===== src/rtl/bcd_time_pkg.sv =====
// Shared constants and helpers for the hh:mm:ss BCD time counter.
// Optional alarm feature in the top is enabled by defining BCD_TIME_ALARM_EN.
package bcd_time_pkg;

    localparam int FIELD_W = 8;

    typedef logic [FIELD_W-1:0] bcd_field_t;

    localparam bcd_field_t FIELD_MIN   = 8'h00;
    localparam bcd_field_t SEC_MAX     = 8'h59;
    localparam bcd_field_t MIN_MAX     = 8'h59;
    localparam bcd_field_t HOUR24_MAX  = 8'h23;
    localparam bcd_field_t HOUR12_MAX  = 8'h12;
    localparam bcd_field_t HOUR12_MIN  = 8'h01;

    localparam logic [3*FIELD_W-1:0] RESET_TIME_24 = 24'h000000;
    localparam logic [3*FIELD_W-1:0] RESET_TIME_12 = 24'h120000;

    // True when both nibbles are decimal digits and the field lies in [lo, hi].
    function automatic logic bcd_field_valid(input bcd_field_t f,
                                             input bcd_field_t lo,
                                             input bcd_field_t hi);
        return (f[7:4] <= 4'd9) && (f[3:0] <= 4'd9) && (f >= lo) && (f <= hi);
    endfunction

endpackage


===== src/rtl/bcd_field_counter.sv =====
// One two-digit BCD field (seconds, minutes or hours) that counts up or down
// between MIN and MAX and reports a wrap when stepped at its boundary.
module bcd_field_counter
    import bcd_time_pkg::*;
#(
    parameter bcd_field_t MIN     = 8'h00,
    parameter bcd_field_t MAX     = 8'h59,
    parameter bcd_field_t RST_VAL = 8'h00
) (
    input  logic       clk,
    input  logic       rst,
    input  logic       step,
    input  logic       up_dn,
    input  logic       load,
    input  bcd_field_t load_val,
    output bcd_field_t q,
    output logic       wrap
);

    logic       at_bound;
    bcd_field_t stepped;
    bcd_field_t q_next;

    // Value one count away from q in the requested direction, wrapping at the bounds.
    always_comb begin
        at_bound = up_dn ? (q == MAX) : (q == MIN);
        if (at_bound) begin
            stepped = up_dn ? MIN : MAX;
        end else if (up_dn) begin
            stepped = (q[3:0] == 4'd9) ? {q[7:4] + 4'd1, 4'd0} : {q[7:4], q[3:0] + 4'd1};
        end else begin
            stepped = (q[3:0] == 4'd0) ? {q[7:4] - 4'd1, 4'd9} : {q[7:4], q[3:0] - 4'd1};
        end
    end

    assign wrap = step & at_bound;

    // Load wins over step; otherwise hold.
    always_comb begin
        if (load) begin
            q_next = load_val;
        end else if (step) begin
            q_next = stepped;
        end else begin
            q_next = q;
        end
    end

    // Field register.
    // NOTE: state is updated with non-blocking assignments so every field
    // samples the pre-edge values of its neighbours.
    always_ff @(posedge clk or posedge rst) begin
        if (rst) begin
            q <= RST_VAL;
        end else begin
            q <= q_next;
        end
    end

endmodule


===== src/rtl/bcd_time_counter.sv =====
// hh:mm:ss BCD time counter with 1 s prescaler, up/down counting, 12/24-hour
// mode, validated parallel load and day carry.
// Define BCD_TIME_ALARM_EN to add the alarm_set/alarm_val/alarm ports.
module bcd_time_counter
    import bcd_time_pkg::*;
#(
    parameter int TICK_DIV = 100_000_000,
    parameter int HOUR_MOD = 24
) (
    input  logic        clk,
    input  logic        rst,
    input  logic        en,
    input  logic        up_dn,
    input  logic        load,
    input  logic [23:0] load_val,
`ifdef BCD_TIME_ALARM_EN
    input  logic        alarm_set,
    input  logic [23:0] alarm_val,
    output logic        alarm,
`endif
    output logic [23:0] time_bcd,
    output logic        sec_tick,
    output logic        day_carry,
    output logic        load_err
);

    if (HOUR_MOD != 12 && HOUR_MOD != 24) begin : g_bad_hour_mod
        $error("bcd_time_counter: HOUR_MOD must be 12 or 24");
    end
    if (TICK_DIV < 2) begin : g_bad_tick_div
        $error("bcd_time_counter: TICK_DIV must be at least 2");
    end

    localparam logic [23:0] RESET_TIME = (HOUR_MOD == 12) ? RESET_TIME_12 : RESET_TIME_24;
    localparam bcd_field_t  HOUR_MIN   = (HOUR_MOD == 12) ? HOUR12_MIN : FIELD_MIN;
    localparam bcd_field_t  HOUR_MAX   = (HOUR_MOD == 12) ? HOUR12_MAX : HOUR24_MAX;
    localparam int          PRESC_W    = (TICK_DIV > 2) ? $clog2(TICK_DIV) : 1;
    localparam logic [PRESC_W-1:0] PRESC_LAST = PRESC_W'(TICK_DIV - 1);

    logic [PRESC_W-1:0] presc;
    logic               tick_edge;
    logic               load_valid;
    logic               load_ok;
    logic               load_bad;
    logic               step_ss;
    logic               ss_wrap;
    logic               mm_wrap;
    logic               hh_wrap;
    bcd_field_t         ss_q;
    bcd_field_t         mm_q;
    bcd_field_t         hh_q;

    assign tick_edge  = en && (presc == PRESC_LAST);
    assign load_valid = bcd_field_valid(load_val[7:0],   FIELD_MIN, SEC_MAX) &&
                        bcd_field_valid(load_val[15:8],  FIELD_MIN, MIN_MAX) &&
                        bcd_field_valid(load_val[23:16], HOUR_MIN,  HOUR_MAX);
    assign load_ok    = load && load_valid;
    assign load_bad   = load && !load_valid;
    // Any load, valid or not, swallows a coincident tick.
    assign step_ss    = tick_edge && !load;

    bcd_field_counter #(.MIN(FIELD_MIN), .MAX(SEC_MAX), .RST_VAL(RESET_TIME[7:0])) u_ss (
        .clk      (clk),
        .rst      (rst),
        .step     (step_ss),
        .up_dn    (up_dn),
        .load     (load_ok),
        .load_val (load_val[7:0]),
        .q        (ss_q),
        .wrap     (ss_wrap)
    );

    bcd_field_counter #(.MIN(FIELD_MIN), .MAX(MIN_MAX), .RST_VAL(RESET_TIME[15:8])) u_mm (
        .clk      (clk),
        .rst      (rst),
        .step     (ss_wrap),
        .up_dn    (up_dn),
        .load     (load_ok),
        .load_val (load_val[15:8]),
        .q        (mm_q),
        .wrap     (mm_wrap)
    );

    bcd_field_counter #(.MIN(HOUR_MIN), .MAX(HOUR_MAX), .RST_VAL(RESET_TIME[23:16])) u_hh (
        .clk      (clk),
        .rst      (rst),
        .step     (mm_wrap),
        .up_dn    (up_dn),
        .load     (load_ok),
        .load_val (load_val[23:16]),
        .q        (hh_q),
        .wrap     (hh_wrap)
    );

    assign time_bcd = {hh_q, mm_q, ss_q};

    // Prescaler: cleared by a valid load, frozen by a rejected load or en=0.
    always_ff @(posedge clk or posedge rst) begin
        if (rst) begin
            presc <= '0;
        end else if (load_ok) begin
            presc <= '0;
        end else if (en && !load) begin
            presc <= tick_edge ? '0 : presc + PRESC_W'(1);
        end
    end

    // Event pulses, registered on the same edge as the time update they describe.
    always_ff @(posedge clk or posedge rst) begin
        if (rst) begin
            sec_tick  <= 1'b0;
            day_carry <= 1'b0;
            load_err  <= 1'b0;
        end else begin
            sec_tick  <= step_ss;
            day_carry <= hh_wrap;
            load_err  <= load_bad;
        end
    end

`ifdef BCD_TIME_ALARM_EN
    logic [23:0] alarm_reg;

    // Alarm compare register; all-ones is not a valid BCD time so it never matches.
    always_ff @(posedge clk or posedge rst) begin
        if (rst) begin
            alarm_reg <= 24'hFFFFFF;
        end else if (alarm_set) begin
            alarm_reg <= alarm_val;
        end
    end

    // Qualified by sec_tick, so a load landing on the alarm time stays silent.
    assign alarm = sec_tick && (time_bcd == alarm_reg);
`endif

endmodule


===== config.mk =====
export PLATFORM = sky130hd
export DESIGN_NAME = bcd_time_counter
export DESIGN_NICKNAME = d
export VERILOG_FILES = /design/src/rtl/bcd_time_pkg.sv /design/src/rtl/bcd_field_counter.sv /design/src/rtl/bcd_time_counter.sv
export SDC_FILE = /design/constraint.sdc
export NUM_CORES = 1
export LEC_CHECK = 0
export ABC_AREA = 1
export BUFFER_PORTS_ARGS = -buffer_cell sky130_fd_sc_hd__buf_2
export CORE_MARGIN = 10
export CORE_UTILIZATION = 54
export DETAILED_ROUTE_END_ITERATION = 8
export GPL_TIMING_DRIVEN = 0
export PLACE_DENSITY = 0.8
export SYNTH_ARGS = -nofsm -noshare
export SYNTH_HDL_FRONTEND = slang
export SYNTH_HIERARCHICAL = 1
export SYNTH_SLANG_ARGS = --single-unit

===== constraint.sdc =====
create_clock -name clk -period 2.3 [get_ports clk]
set_input_delay 0 -clock clk [delete_from_list [all_inputs] [get_ports clk]]
set_output_delay 0 -clock clk [all_outputs]
set_load 0.02 [all_outputs]

Yosys cells after proc, flatten, opt, wreduce, memory -nomap -nowiden
Cells that the tools add are included.

Bits in registers: 54. Bits of input ports: 29. Output and inout bits: 27.

Add/subtract/negate cells: 13. Order comparisons: 12. Equality and inequality tests: 10. Muxes and demuxes: 26. Bitwise logic cells: 3. Reduce and logical (&&, ||, !) cells: 34.

Operators by type and width (number): 2-to-1 mux 8 bit (18); 2-to-1 mux 27 bit (3); adder 27 x 1 -> 27 bit, second input constant (1); equality test 27 bit, second input constant (1); adder 4 x 1 -> 4 bit, second input constant (6); >= comparator 8 x 1 -> 1 bit, second input constant (3); less-or-equal comparator 4 bit, second input constant (6); logical NOT 8 bit (3); subtractor 4 x 1 -> 4 bit, second input constant (6); equality test 8 x 7 -> 1 bit, second input constant (2); less-or-equal comparator 8 x 7 -> 1 bit, second input constant (2); logical AND 1 bit (16); equality test 4 bit, second input constant (3); logical NOT 4 bit (3); inequality test 4 x 1 -> 1 bit, second input constant (3); nonzero test 4 bit (3); AND reduction 3 bit (3); equality test 8 x 6 -> 1 bit, second input constant (1); less-or-equal comparator 8 x 6 -> 1 bit, second input constant (1); nonzero test 2 bit (4); 2-to-1 mux 7 bit (1); 2-to-1 mux 6 bit (1); bitwise AND 1 bit (3); 2-to-1 mux 1 bit (3); logical NOT 1 bit (2).

Depth between registers and ports, before layout
Depth after elaboration: 9. Gate-level depth with buffers: 16. Mapped depth without buffers: 16.

By module
Netlist, hierarchy kept.

Modules (own cells, without submodules): bcd_time_counter (times used 1, cells each 335, area each 2180.8 um^2); bcd_field_counter at u_mm ... (times used 2, cells each 142, area each 929.6 um^2); bcd_field_counter at u_hh (times used 1, cells each 132, area each 907.1 um^2).

Worst setup path after synthesis
No wires, ideal clock.

Kind: register to register. From: register presc[0]. To: register u_hh.q[0]. Arrival time: 2.409 ns. Path slack: -0.190 ns. Cell stages (with the launch flop): 16. Path buffers: 0. Clock period less this slack: 2.490 ns. Cell sequence: dfrtp_1 -> ha_1 -> inv_2 -> nor2_4 -> nand2_2 -> nor2_1 -> nand3_1 -> inv_1 -> inv_1 -> nor2_1 -> inv_1 -> nor2_1 -> nor2_8 -> inv_1 -> o22ai_1 -> a31oi_1.

Cells in the longest elaborated chain, start to end: 6.

RTL lines: start: declaration (line bcd_time_counter.sv:40) `logic [PRESC_W-1:0] presc;`; start signal: assignment (line bcd_time_counter.sv:104) `presc <= tick_edge ? '0 : presc + PRESC_W'(1);`; equality test 27 bit (line bcd_time_counter.sv:53) `assign tick_edge = en && (presc == PRESC_LAST);`; logical AND 1 bit (line bcd_time_counter.sv:53); logical AND 1 bit (line bcd_time_counter.sv:60) `assign step_ss = tick_edge && !load;`; named net step_ss (line bcd_time_counter.sv:45) `logic step_ss;`; bitwise AND 1 bit (line bcd_field_counter.sv:36) `assign wrap = step & at_bound;`; named net ss_wrap (line bcd_time_counter.sv:46) `logic ss_wrap;`; bitwise AND 1 bit (line bcd_field_counter.sv:36); named net mm_wrap (line bcd_time_counter.sv:47) `logic mm_wrap;`; nonzero test 2 bit (no line); end signal: assignment (line bcd_field_counter.sv:56) `q <= q_next;`; end: declaration (line bcd_field_counter.sv:16) `output bcd_field_t q,`.

The timed path passes the listed nets, and every way through them passes these cells. A chain may end at the register's enable or synchronous reset.

Worst setup path after layout
From: register u_ss.q[1]. To: register u_hh.q[4].

Cells in the longest elaborated chain, start to end: 6. Elaborated cells between the ends (all ways): 7. Classes of those cells: eq/ne (1); mux (1); bitwise (2); reduce/logical (3).

RTL lines: start: declaration (line bcd_field_counter.sv:16); start signal: assignment (line bcd_field_counter.sv:56); equality test 8 x 7 -> 1 bit / logical NOT 8 bit (equally long branches) (line bcd_field_counter.sv:26) `at_bound = up_dn ? (q == MAX) : (q == MIN);`; 2-to-1 mux 1 bit * (line bcd_field_counter.sv:26); bitwise AND 1 bit * (line bcd_field_counter.sv:36); named net ss_wrap (line bcd_time_counter.sv:46); bitwise AND 1 bit * (line bcd_field_counter.sv:36); named net mm_wrap (line bcd_time_counter.sv:47); nonzero test 2 bit (no line) *; AND reduction 3 bit (no line) *.

Mark *: on every way through the listed nets, which the timed path passes. The rest lies on a longest branch.

==> impl_metrics.py <==
metrics = {
    "clock_network": {
        "clock_path_buffers": 2,
        "cts_tree": "done",
        "h-tree-depth": 2,
        "cts_root_buf": "clkbuf_8",
        "cts_buffers": 5,
        "cts.sinks": 54,
        "clock_latency_ns": 0.31,
        "path_clk_slew_ns": 0.10,
    },
    "power_and_ir_drop": {
        "p_per_area_nw_per_um2": 511.3,
        "p_total_uw": 2943,
        "ir_drop_mv": 0.3519,
        "p_leak_uw": 0.003002,
    },
    "timing": {
        "fin_skew_ns": 0.008721,
        "period_minus_slack_ns": 2.178,
        "fmax_mhz": 459.1,
        "slew_viol_final": 0,
        "hold_viol_final": 0,
        "relSlewSlack": 0.2422,
        "finalSetupViolations": 0,
        "timing.final.crit_share": 0.9470,
        "tightest_slew_ns": 1.135,
    },
    "die": {
        "dieHeight_um": 115.7,
        "rows": 34,
        "core_um2": 8806,
        "ios": 56,
        "start_util": 0.5618,
        "die_x_um": 115.7,
        "dieArea_um2": 13390,
    },
    "worst_setup_path": {
        "crit_buf_inv": 4,
        "crit_family": "simple AND/OR/NAND/NOR gates",
        "criticalPathCategory": "reg -> reg",
        "worstPathRequired_ns": 2.50,
        "crit_start": "u_ss/q[1]",
        "r2r-start": "u_ss/q[1]",
        "arrival_ns": 2.38,
        "worstRegToRegCells": 15,
        "r2r_slack_ns": 0.12,
        "cp-endpoint": "u_hh/q[4]",
        "critPathSlowestCell": "dfrtp_2",
        "critical_path.endpoint_type": "register",
        "critical_path_cell_count": 15,
        "start_kind": "register",
        "path_max_fanout": 5,
        "crit_chain": "inv_2, ha_1, nand2_2, nor2_8, nand2_4, nand2_1, inv_2, nor2_4, inv_1, nor2_4, nor2_8, nor2_8, inv_4, nand2_1, nand2_1",
        "cp_slowest_stage_delay_ns": 0.46,
        "reg2reg_to": "u_hh/q[4]",
    },
    "finish": {
        "instances_no_fill": 945,
        "drive_gt1_frac": 0.2378,
        "multi_input_area_um2": 3188,
        "insertedDiodeCount": 0,
        "final_nets": 886,
        "post-route-cell-area_um2": 5757,
        "syn2layout_area_growth_pct": 16.36,
        "seq_area_um2": 1365,
        "n_fill_cell": 803,
    },
    "detailed_routing": {
        "totalWireLength_um": 13350,
        "dr.pass1.iters": 5,
        "drcViolationCount": 0,
        "postRouteAntennaNets": 0,
        "vias": 5079,
        "first_iter_violations": 391,
        "wl_per_cell_um": 14.12,
        "drt-vias-per-instance": 5.375,
    },
    "synth": {
        "synthArstFlopShare": 1.000,
        "ys.flop_type": "dfrtp_1",
        "syn_area_um2": 4947,
        "syn_nets": 801,
        "ys_seq_area_frac": 0.2731,
        "yosysUniqueCellTypes": 37,
        "avgSynthCellArea_um2": 6.588,
        "netlist_instances": 751,
        "synth_warnings": 6,
        "synth_edf_count": 0,
        "yosys_register_bits": 54,
    },
    "global_routing": {
        "grt_overflow": 0,
        "grt_pass1_vias": 4832,
        "grt_first_pass_wirelength_um": 22790,
        "grt_max_degree": 31,
        "grt_antenna_before_repair": 0,
        "grt_usage": 0.2036,
    },
    "run": {
        "maxCapViolations": 0,
    },
    "placed_design": {
        "place_congestion": 0.9309,
        "portBuffers": 55,
        "dpl_cell_area_um2": 5368,
        "dp_hpwl_um": 10490,
        "placed_cells": 914,
    },
    "outcome": {
        "outcome": "complete, no violations",
    },
    "hold_path": {
        "min_path_type": "in -> reg",
    },
}
## cell type report
cell class	count	share of cell area
buffer	16	0.02108
clock buffer	7	0.01326
clock inverter	1	0.005216
inverter	92	0.06346
multi-input combinational	589	0.5538
sequential	54	0.2371
tap	108	0.02347
timing repair buffer	78	0.08259
## placed cells by master (no fill, tap or decap), types with 3 or more instances in the layout
cell / count
nand2_1: 232
nor2_1: 92
nand3_1: 74
inv_1: 69
buf_2: 63
dfrtp_1: 43
nand2_2: 19
ha_1: 19
inv_2: 18
a21oi_1: 17
xor2_1: 17
nor2_2: 16
o21ai_0: 15
o21ai_1: 14
buf_4: 14
nor2_4: 12
nand2_4: 11
nand4_1: 11
dlygate4sd3_1: 11
dfrtp_2: 11
a22oi_1: 7
nand3b_1: 6
clkbuf_8: 6
nand3_4: 5
buf_6: 4
nor2_8: 4
o211ai_1: 3
a21oi_2: 3
## worst min-delay path by stage
stage | start | end | cells past startpoint
2_1_floorplan | rst | u_hh/q[0] | 1
3_3_place_gp | rst | u_ss/q[2] | 2
3_5_place_dp | rst | u_ss/q[2] | 2
4_1_cts | load | load_err | 3
5_1_grt | load_val[23] | u_hh/q[7] | 5
6_report | load_val[23] | u_hh/q[7] | 5
## worst reg2reg max path, cell delays in order (launching register included)
cell	delay, ns
dfrtp_2	0.46
inv_2	0.11
ha_1	0.16
nand2_2	0.11
nor2_8	0.19
nand2_4	0.07
nand2_1	0.10
inv_2	0.06
nor2_4	0.14
inv_1	0.08
nor2_4	0.20
nor2_8	0.07
nor2_8	0.15
inv_4	0.05
nand2_1	0.06
nand2_1	0.06
## synth_stat cells, types with 7 or more instances
library cell	count	area (um^2)
dfrtp_1	54	1351
o21ai_0	15	75.07
nand2_4	10	112.6
xor2_1	17	148.9
buf_2	10	50.05
a22oi_1	7	52.55
ha_1	21	262.8
nand2_2	20	125.1
nand3_1	75	375.4
o21ai_1	14	70.07
inv_1	74	277.8
nand2_1	232	870.8
nor2_4	9	101.4
nor2_1	97	364.1
a21oi_1	17	85.08
nor2_2	14	87.58
inv_2	13	48.80
nand4_1	11	68.82
## registers in the layout, summed over array words and instances, names as in the netlist
| signal | flops |
|---|---|
| presc | 27 |
| load_err | 1 |
| day_carry | 1 |
| sec_tick | 1 |
| u_ss/q | 8 |
| u_mm/q | 8 |
| u_hh/q | 8 |
## kinds of logic (layout without fill, tap and decap cells)
logic type	after synthesis	after routing	synth area share
simple gates	488	488	0.4742
buf+inv	108	194	0.09661
compound gates	62	62	0.07107
flops	54	54	0.2731
fa+ha+maj	21	21	0.05311
xor+xnor	18	18	0.03187
## report_power, final
part           internal, uW  switching [uW]  total, uW
sequential             1070             192       1260
combinational           416             630       1050
clock                   327             310        637
## layer usage
metal / wire length [um] / GRT usage
met5: 0 / 0
met4: 156 / 0.04087
met3: 741 / 0.02326
met2: 6571 / 0.3513
met1: 5878 / 0.2694
## through the flow
| stage | setup TNS (ns) | worst slack [ns] | hold WS, ns | util |
|---|---|---|---|---|
| 3_5_place_dp | -5.573 | -0.5252 | 0.004411 | 0.6095 |
| 3_3_place_gp | -5.153 | -0.5060 | -0.002503 | 0.6095 |
| 2_1_floorplan | 0 | 0.01157 | -0.1843 | - |
| 4_1_cts | 0 | 0.01898 | 0.003075 | 0.6402 |
| 5_1_grt | -0.003782 | -0.003753 | 0.03527 | 0.6537 |
| 6_report | 0 | 0.1219 | 0.02565 | 0.6537 |
## repair_timing
action | in CTS | in global routing
endpoints found under the hold margin | 34 | 0
cloned | 0 | 0
setup endpoints to repair | 17 | 15
gates resized for setup | 7 | 25
setup buffers | 4 | 8
hold buffers | 11 | 0
pin swaps | 1 | 5
Power figures use the tool's default switching activity.
